## src/rtl/bit_serializer.sv

```systemverilog
// Parallel-to-serial front end: one-word hold buffer feeding a shift register, one bit per DIV clocks.
// Optional feature: define PARITY_EN to append a parity bit (sense set by ODD_PARITY) to each word.
module bit_serializer #(
  parameter int DATA_W     = 8,
  parameter int DIV        = 1,
  parameter bit MSB_FIRST  = 1'b1,
  parameter bit IDLE_BIT   = 1'b1,
  parameter bit ODD_PARITY = 1'b0
) (
  input  logic              clk,
  input  logic              rst_n,
  input  logic [DATA_W-1:0] data_in,
  input  logic              data_valid,
  output logic              data_ready,
  output logic              dout,
  output logic              dout_en,
  output logic              busy
);
  localparam int DCW = (DIV > 1) ? $clog2(DIV) : 1;
  localparam int BCW = $clog2(DATA_W);
  localparam logic [DCW-1:0] DIV_LAST = DCW'(DIV - 1);
  localparam logic [BCW-1:0] BIT_LAST = BCW'(DATA_W - 1);

`ifdef PARITY_EN
  typedef enum logic [1:0] {IDLE, SHIFT, PARITY} state_t;
`else
  typedef enum logic {IDLE, SHIFT} state_t;
`endif

  state_t            state, state_d;
  logic [DATA_W-1:0] hold, hold_d, shreg, shreg_d;
  logic              hold_full, hold_full_d;
  logic [DCW-1:0]    div_cnt, div_d;
  logic [BCW-1:0]    bit_cnt, bit_d;
  logic              dout_d, en_d;
  logic              take, word_done;
`ifdef PARITY_EN
  logic              par_bit, par_d;
`endif

  function automatic logic first_bit(input logic [DATA_W-1:0] w);
    return MSB_FIRST ? w[DATA_W-1] : w[0];
  endfunction

  assign data_ready = !hold_full;
  assign busy       = (state != IDLE) || hold_full;

  always_comb begin
    state_d   = state;
    shreg_d   = shreg;
    div_d     = div_cnt;
    bit_d     = bit_cnt;
    dout_d    = dout;
    en_d      = 1'b0;
    take      = 1'b0;
    word_done = 1'b0;
    case (state)
      IDLE: begin
        if (hold_full) begin
          take    = 1'b1;
          state_d = SHIFT;
          shreg_d = hold;
          dout_d  = first_bit(hold);
          en_d    = 1'b1;
          div_d   = '0;
          bit_d   = '0;
        end else begin
          dout_d = IDLE_BIT;
        end
      end
      SHIFT: begin
        if (div_cnt != DIV_LAST) begin
          div_d = div_cnt + 1'b1;
        end else if (bit_cnt != BIT_LAST) begin
          div_d   = '0;
          bit_d   = bit_cnt + 1'b1;
          shreg_d = MSB_FIRST ? (shreg << 1) : (shreg >> 1);
          dout_d  = MSB_FIRST ? shreg[DATA_W-2] : shreg[1];
          en_d    = 1'b1;
        end else begin
`ifdef PARITY_EN
          state_d = PARITY;
          div_d   = '0;
          bit_d   = '0;
          dout_d  = par_bit;
          en_d    = 1'b1;
`else
          word_done = 1'b1;
`endif
        end
      end
`ifdef PARITY_EN
      PARITY: begin
        if (div_cnt != DIV_LAST) div_d = div_cnt + 1'b1;
        else                     word_done = 1'b1;
      end
`endif
      default: state_d = IDLE;
    endcase
    // End of a word: chain straight into the buffered word so the stream has no gap.
    if (word_done) begin
      div_d = '0;
      bit_d = '0;
      if (hold_full) begin
        take    = 1'b1;
        state_d = SHIFT;
        shreg_d = hold;
        dout_d  = first_bit(hold);
        en_d    = 1'b1;
      end else begin
        state_d = IDLE;
        dout_d  = IDLE_BIT;
      end
    end
  end

  always_comb begin
    hold_d      = hold;
    hold_full_d = hold_full;
    if (take) begin
      hold_full_d = 1'b0;
    end else if (data_valid && !hold_full) begin
      hold_d      = data_in;
      hold_full_d = 1'b1;
    end
  end

`ifdef PARITY_EN
  always_comb begin
    par_d = par_bit;
    if (take) par_d = (^hold) ^ ODD_PARITY;
  end
`endif

  always_ff @(posedge clk or negedge rst_n) begin
    if (!rst_n) begin
      state     <= IDLE;
      hold      <= '0;
      hold_full <= 1'b0;
      shreg     <= '0;
      div_cnt   <= '0;
      bit_cnt   <= '0;
      dout      <= IDLE_BIT;
      dout_en   <= 1'b0;
`ifdef PARITY_EN
      par_bit   <= 1'b0;
`endif
    end else begin
      state     <= state_d;
      hold      <= hold_d;
      hold_full <= hold_full_d;
      shreg     <= shreg_d;
      div_cnt   <= div_d;
      bit_cnt   <= bit_d;
      dout      <= dout_d;
      dout_en   <= en_d;
`ifdef PARITY_EN
      par_bit   <= par_d;
`endif
    end
  end
endmodule

```

## config.mk

```make
export PLATFORM = sky130hd
export DESIGN_NAME = bit_serializer
export DESIGN_NICKNAME = d
export VERILOG_FILES = /design/src/rtl/bit_serializer.sv
export SDC_FILE = /design/constraint.sdc
export NUM_CORES = 1
export LEC_CHECK = 0
export BUFFER_PORTS_ARGS = -buffer_cell sky130_fd_sc_hd__buf_2
export CORE_MARGIN = 2
export CORE_UTILIZATION = 25
export DETAILED_ROUTE_END_ITERATION = 10
export MAX_ROUTING_LAYER = met4
export PLACE_DENSITY = 0.49
export REMOVE_ABC_BUFFERS = 1
export SYNTH_ARGS = -nofsm -noshare
export SYNTH_HDL_FRONTEND = slang
export SYNTH_SLANG_ARGS = --single-unit
```

## constraint.sdc

```tcl
create_clock -name clk -period 1.52 [get_ports clk]
set_input_delay 0.152 -clock clk [delete_from_list [all_inputs] [get_ports clk]]
set_output_delay 0.152 -clock clk [all_outputs]
set_load 0.02 [all_outputs]
```

After elaboration in Yosys (flattened, before gate mapping)
Index checks and enable logic that the tools add are counted.
Widths: inputs -> output; s select.
- flip-flop bits (word level): 24
- bits in latches: 0
- RAM bits: 0
- ROM bits: 0
- word-level logic and storage cells: 59
- memories: 0
- $add $sub $neg: 2
- $mul: 0
- divide/modulo/power cells: 0
- magnitude comparators: 0
- equality and inequality tests: 4
- shift-type cells: 0
- mux-type cells: 36
- bitwise operators: 2
- reduce and logical (&&, ||, !) cells: 7
- operator list (cell ; count):
    $mux 8 ; 5
    $mux 1 ; 22
    $pmux 8 s2 ; 1
    $mux 3 ; 4
    $ne 3x3->1 const B ; 2
    $pmux 1 s2 ; 3
    $pmux 3 s2 ; 1
    $reduce_and 2->1 ; 2
    $add 3x1->3 const B ; 1
    $ne 3x1->1 const B ; 1
    $ne 3x2->1 const B ; 1
    $reduce_and 3->1 ; 1
    $not 1->1 ; 2
    $reduce_bool 2->1 ; 1
    $add 1x1->1 const B ; 1
    $logic_and 1x1->1 ; 1
    $logic_not 1->1 ; 1
    $logic_or 1x1->1 ; 1

Depth between registers and ports, before layout
Gate-level depths: netlist (run 1).
- word-level depth: 7
- depth in mapped cells: 6
- gate-level depth less buffers: 5

Worst setup path after synthesis (run 1)
No wires, ideal clock.
- path kind: flip-flop to flip-flop
- start point: register bit_cnt[0]
- end point: register shreg[2]
- library setup time: 0.123 ns
- arrival: 1.555 ns
- path slack: -0.158 ns
- stages on the path, launching flop included: 7
- buffers on the path: 1
- clock period less this slack: 1.678 ns
- cells stage by stage: dfrtp_1 -> ha_1 -> ha_1 -> buf_6 -> nand2b_4 -> mux2_4 -> o221a_1
- cells in the longest elaborated chain, start to end: 6
- ends and longest elaborated chain (item ; line ; source):
    from (decl) ; 34 ; logic [BCW-1:0] bit_cnt, bit_d;
    from (signal assigned) ; 154 ; bit_cnt <= bit_d;
    $ne 3x3->1 * ; 74 ; end else if (bit_cnt != BIT_LAST) begin
    $mux 8 ; 74 ;
    $mux 8 ; 72 ; if (div_cnt != DIV_LAST) begin
    $pmux 8 s2 ; 57 ; case (state)
    $mux 8 ; 104 ; if (hold_full) begin
    $mux 8 * ; 101 ; if (word_done) begin
    net shreg_d[2] ; 31 ; logic [DATA_W-1:0] hold, hold_d, shreg, shreg_d;
    to (signal assigned) ; 152 ; shreg <= shreg_d;
    to (decl) ; 31 ;
The timed path passes the listed nets; every way through them passes the cells marked *.
A chain may end at the register's enable or synchronous reset.

Worst setup path in the final report (run 1)
- start point: register bit_cnt[0]
- end point: register shreg[5]
The elaborated chain is that of the path after synthesis.

==> summary.txt, run 1 <==
CTS root buf: clkbuf_8
CTS clock-pin slew for the worst setup and hold paths: 0.08 ns
total leakage power: 0.6000 nW
mean instance size in the synthesized netlist: 12.94 um2
peak supply drop: 0.7043 mV
sum of routed wire length over all layers: 1853 um
total global routing track utilization: 9.743%
core area: 4029 um2
sink of the worst hold path: hold[6]
First DRT Iteration DRCs: 12
number of pins exceeding their max-slew limit in the final report: 0
slowest library cell on the worst path: dfrtp_1
initial cell density of the core: 26.02%
length in cells of the worst reg-to-reg path: 5
global-route wire length before repair: 3312 um
Die Outline Area: 4728 um2
fraction of post-synthesis cell area in the top cell type by area: 50.12%
data required time of the worst path: 1.67 ns
CP Buf/Inv Count: 0
synth unique cells: 25
part of the cycle the worst path needs: 100.6%
count of maximum capacitance violations: 0
Max Fanout on Critical Path: 4
number of iterations in the first detailed-routing pass: 4
remaining global-route overflow: 0
startpoint of the lowest-slack hold path: data_in[6]
crit end category: flip-flop
worst setup slack after placement: -0.07499 ns
post-DR vias/cell: 4.215
Setup Skew: 0.003520 ns
Min Hold Slack: 0.1167 ns
DPL Wire Length: 1411 um
area grow syn2layout: 26.25%
leading register cell type out of synthesis: dfrtp_1
maximum frequency from static timing analysis: 653.8 MHz
Clock Path Buffers: 2
synthesized instance count: 81
H-tree levels: 1
vias in the first global route: 768
antenna violations before repair: 0
Final setup violation count: 3
Row Count: 23
DIE HEIGHT: 68.76 um
power density over the cells: 1949 nW/um2
failing checks: negative setup slack
Antenna Nets Post-Route: 0
Crit path max-delay family: flip-flops
clock tree from TritonCTS: built
Final Hold Fails: 0
fillers: 427
count leader, synth: dfrtp_1
run status: finished, violations left
antenna diode count: 0
total standard cell area after synthesis: 1049 um2
post-layout net count: 123
Horiz. Die Dim: 68.76 um
top-level I/O count: 15
Cells on Worst Hold Path: 2
Seq cells post-synth: 22
critical path's most frequent cell: ha_4
DR vias: 666
Worst Setup Path Type: reg2reg
maximum number of pins on one net before global-route repair: 23
path class of the lowest-slack min-delay path: in2reg
DRC viols: 0
Avg WL per Cell: 11.73 um
fraction of the yosys area taken by sequential cells: 52.63%
commonest cells in the synthesized netlist: dfrtp_1, nand2_1, mux2_2, mux2i_1, o21ai_0
setup repair after global routing missed its margin: yes
Worst Setup Slack, final: -0.009477 ns
asr flop ratio synth: 100.0%
Max-slew headroom: 67.30%
clock tree sinks: 22
capture instance of the worst register-to-register path: shreg[5]
top cell type by total area after synthesis: dfrtp_1
count of buffers from port buffering: 14
element type at the critical path start: flip-flop
register-to-register setup slack: -0.009 ns
fin crit period: 1.529 ns
worst path arrival time: 1.68 ns
total CTS buffers: 3
largest stage delay on the critical path: 0.41 ns
slew at the pin closest to its max-slew limit: 0.4905 ns
critical path, cell by cell: ha_4 > ha_4 > nand2b_4 > mux2_4 > o221a_1
worst-skew pair later-pin latency: 0.26 ns
fraction of layout cells with a size suffix above 1: 43.52%
launch point of the worst reg-to-reg path: bit_cnt[0]
EDFF count, synth: 0
main area contributors after synthesis: dfrtp_1, mux2_2, mux2i_1
routability congestion estimate from global placement: 0.7087
Syn. warnings: 0
==> worst max-delay path by stage <==
stage	end	start	cells past startpoint	slack, ns
2_1_floorplan	shreg[2]	bit_cnt[0]	5	-0.16
3_3_place_gp	shreg[5]	bit_cnt[0]	5	-0.05
3_5_place_dp	shreg[5]	bit_cnt[0]	5	-0.07
4_1_cts	shreg[5]	bit_cnt[1]	5	-0.02
5_1_grt	shreg[2]	bit_cnt[0]	5	-0.05
6_report	shreg[5]	bit_cnt[0]	5	-0.009
==> routing by layer <==
| layer | GRT usage (%) | vias to the layer above | part of all wire (%) |
|---|---|---|---|
| li1 | - | 341 | - |
| met4 | 4.412 | 0 | 1.6 |
| met3 | 1.461 | 3 | 2.9 |
| met1 | 11.45 | 310 | 47 |
| met2 | 16.47 | 12 | 48 |
| met5 | - | - | 0 |
==> final cells by class <==
class	instances	area (um2)	share of cell area [%]
well taps	50	62.56	4.726
flip-flops and latches	22	551.8	41.68
multi-input cells	53	476.7	36.01
clock buffers	4	55.05	4.159
repair buffers	27	170.2	12.85
inverters	2	7.507	0.5671
==> through the flow <==
| step | setup TNS [ns] | instance area (um2) | power (W) | cells | util, % |
|---|---|---|---|---|---|
| detailed placement | -0.2433 | 1222 | 0.002112 | 152 | 30.34 |
| finish | -0.01673 | 1324 | 0.002580 | 158 | 32.86 |
| floorplan | -0.4670 | 1007 | 0.001712 | 77 | - |
| CTS | -0.05488 | 1311 | 0.002593 | 158 | 32.55 |
| global placement | -0.1448 | 1222 | 0.002076 | 152 | 30.34 |
| global route | -0.2184 | 1324 | 0.002788 | 158 | 32.86 |
==> kinds of logic after synthesis <==
family                   Yosys count  synth area share [%]
flip-flops                        22                 52.63
multiplexers                      19                 20.53
AND/OR/NAND/NOR                   18                 8.711
AO/OA/AOI/OAI                     13                 9.906
buffers and inverters              6                 4.653
adder cells (fa/ha/maj)            3                 3.580
==> cell usage in the layout, fill, tap and decap left out <==
cell | Yosys | layout
nand2_1 | 9 | 8
dlygate4sd3_1 | 0 | 1
a221oi_1 | 1 | 1
o21ai_0 | 4 | 4
a21o_1 | 1 | 1
o221a_1 | 3 | 3
clkbuf_8 | 1 | 4
mux2_4 | 3 | 3
nor3b_1 | 1 | 1
nand2_2 | 0 | 1
nand2b_4 | 1 | 1
ha_4 | 0 | 2
o31a_1 | 1 | 1
buf_2 | 1 | 14
nor3_1 | 1 | 1
ha_1 | 3 | 1
buf_4 | 0 | 12
mux2i_1 | 8 | 8
nor2_1 | 3 | 3
nand2b_1 | 1 | 1
a22o_1 | 2 | 2
dfrtp_1 | 21 | 21
a21boi_0 | 1 | 1
inv_1 | 2 | 2
mux2_2 | 8 | 8
and2b_2 | 0 | 1
nor2b_1 | 1 | 1
dfstp_2 | 1 | 1
==> sequential cells by signal, summed over array words and instances (netlist names) <==
register and cells:
bit_cnt 3, dout 1, dout_en 1, hold 8
hold_full 1, shreg 7, state 1
==> power breakdown <==
group	internal, W	leakage [nW]	total [W]	switching (W)
combinational	0.000662	0.308	0.00114	0.000482
clock	0.000231	0.0288	0.000414	0.000183
sequential	0.000844	0.263	0.00102	0.000178
total	0.00174	0.600	0.00258	0.000844
==> worst reg2reg max path: stages, from the launching register on <==
cell	delay, ns
dfrtp_1	0.41
ha_4	0.18
ha_4	0.15
nand2b_4	0.16
mux2_4	0.30
o221a_1	0.21
==> what timing repair did <==
item / 4_1_cts / 5_1_grt
hold buffers: 1 / 0
hold endpoints to repair: 21 / 0
setup endpoints to repair: 6 / 7
resized for setup: 4 / 2
buffers inserted: 1 / 0
pin swaps: 4 / 1
(Power assumes the default switching activity.)
==> run 2, diff against run 1 <==
--- a/config.mk
+++ b/config.mk
@@ -12,6 +12,7 @@
 export MAX_ROUTING_LAYER = met4
 export PLACE_DENSITY = 0.49
 export REMOVE_ABC_BUFFERS = 1
+export SETUP_SLACK_MARGIN = 0.5
 export SYNTH_ARGS = -nofsm -noshare
 export SYNTH_HDL_FRONTEND = slang
 export SYNTH_SLANG_ARGS = --single-unit
==> constraint.sdc (replaced) <==
create_clock -name clk -period 1.52 [get_ports clk]
set_input_delay 0.228 -clock clk [delete_from_list [all_inputs] [get_ports clk]]
set_output_delay 0.228 -clock clk [all_outputs]
set_load 0.02 [all_outputs]
==> summary.txt, run 2 (same netlist as run 1, synthesis figures left out) <==
post-layout net count: 134
largest register by flop count: hold
slew at the pin closest to its max-slew limit: 0.5221 ns
Antenna Nets Post-Route: 0
CTS root buf: clkbuf_8
First DRT Iteration DRCs: 4
Clock Path Buffers: 2
Max-slew headroom: 65.19%
data required time of the worst path: 1.67 ns
worst setup slack after placement: -0.07029 ns
path class of the lowest-slack min-delay path: in2reg
Total Negative Setup Slacks: -0.008247 ns
total CTS buffers: 3
Worst Setup Path Type: reg2reg
Max Fanout on Critical Path: 4
flip-flop count of the largest register, all copies and words added: 8
number of pins exceeding their max-slew limit in the final report: 0
Die Outline Area: 4728 um2
total global routing track utilization: 11.05%
total leakage power: 0.7050 nW
DRC viols: 0
power density over the cells: 1993 nW/um2
Min Hold Slack: 0.1867 ns
Final Hold Fails: 0
Avg WL per Cell: 12.33 um
H-tree levels: 1
post-DR vias/cell: 4.302
top-level I/O count: 15
core area: 4029 um2
worst path arrival time: 1.68 ns
clock tree from TritonCTS: built
highest-count cells in the layout ignoring fill and taps: dfrtp_1, buf_4, mux2_4
Placed Instance Area: 1222 um2
part of the cycle the worst path needs: 100.5%
Setup Skew: 0.002865 ns
DR vias: 727
failing checks: negative setup slack
DIE HEIGHT: 68.76 um
DPL Wire Length: 1417 um
fraction of layout cells with a size suffix above 1: 56.30%
area grow syn2layout: 44.99%
initial cell density of the core: 26.02%
clock tree sinks: 22
Horiz. Die Dim: 68.76 um
setup repair after global routing missed its margin: yes
sum of routed wire length over all layers: 2083 um
Row Count: 23
peak supply drop: 0.7232 mV
remaining global-route overflow: 0
count of placed standard cells including taps: 152
most common cell after layout, fill and taps aside: dfrtp_1
antenna violations before repair: 0
fin crit period: 1.528 ns
number of iterations in the first detailed-routing pass: 3
biggest regs: hold: 8 flops, shreg: 7 flops, bit_cnt: 3 flops
run status: finished, violations left
maximum frequency from static timing analysis: 654.3 MHz
worst-skew pair later-pin latency: 0.26 ns
antenna diode count: 0
count of maximum capacitance violations: 0
element type at the critical path start: flip-flop
number of cells in the finished layout apart from fillers: 169
crit end category: flip-flop
final standard cell area without fillers: 1520 um2
global-route wire length before repair: 3712 um
Worst Setup Slack, final: -0.008247 ns
Final setup violation count: 1
CTS clock-pin slew for the worst setup and hold paths: 0.08 ns
maximum number of pins on one net before global-route repair: 23
count of buffers from port buffering: 14
routability congestion estimate from global placement: 0.6919
vias in the first global route: 832
==> run 2: per-stage QoR <==
stage               utilization [%]  power [W]
global placement              30.34   0.002075
finish                        37.73   0.003030
floorplan                         -   0.001712
global route                  37.73   0.003270
CTS                           35.84   0.002886
detailed placement            30.34   0.002108
==> run 2: final timing paths <==
check,slack (ns),startpoint,to,cells past startpoint
max,-0.008,bit_cnt[0],shreg[3],5
min,0.19,data_in[1],hold[1],2
max reg2reg,-0.008,bit_cnt[0],shreg[3],5
min reg2reg,0.49,shreg[0],shreg[1],2
max in group asynchronous,0.67,rst_n,state,2
min in group asynchronous,0.47,rst_n,hold[1],2
==> run 2: critical path: stages (launching register included) <==
cell and delay, ns:
dfrtp_1 0.41, ha_4 0.18, ha_4 0.15, nand2b_4 0.16, mux2_4 0.30, o221a_1 0.21
==> run 2: area by class of cell <==
class                   instances  area (um2)
well taps                      50       62.56
multi-input cells              53       536.8
inverters                       2       15.01
flip-flops and latches         22       554.3
clock buffers                   4       55.05
repair buffers                 38       296.5
fillers                       409        2509
==> run 2: power by group <==
group / internal [W] / leakage, nW / switching, W
clock: 0.000231 / 0.0288 / 0.000191
combinational: 0.000973 / 0.414 / 0.000588
sequential: 0.000848 / 0.262 / 0.000199
total: 0.00205 / 0.705 / 0.000978
==> run 2: layer usage <==
layer  GRT usage [%]  vias to the layer above  wire length [um]  share of wire (%)
met3           1.948                        5                57                2.7
met4           5.147                        0                41                2.0
met5               -                        -                 0                  0
met1           12.99                      347               956                 46
met2           18.39                       10              1027                 49
li1                -                      365                 -                  -
==> run 2: what timing repair did <==
item | CTS | global route
buffers inserted | 5 | 7
pin swaps | 5 | 1
hold buffers | 1 | 0
resized for setup | 36 | 6
endpoints found under the setup margin | 25 | 26
hold endpoints to repair | 21 | 0
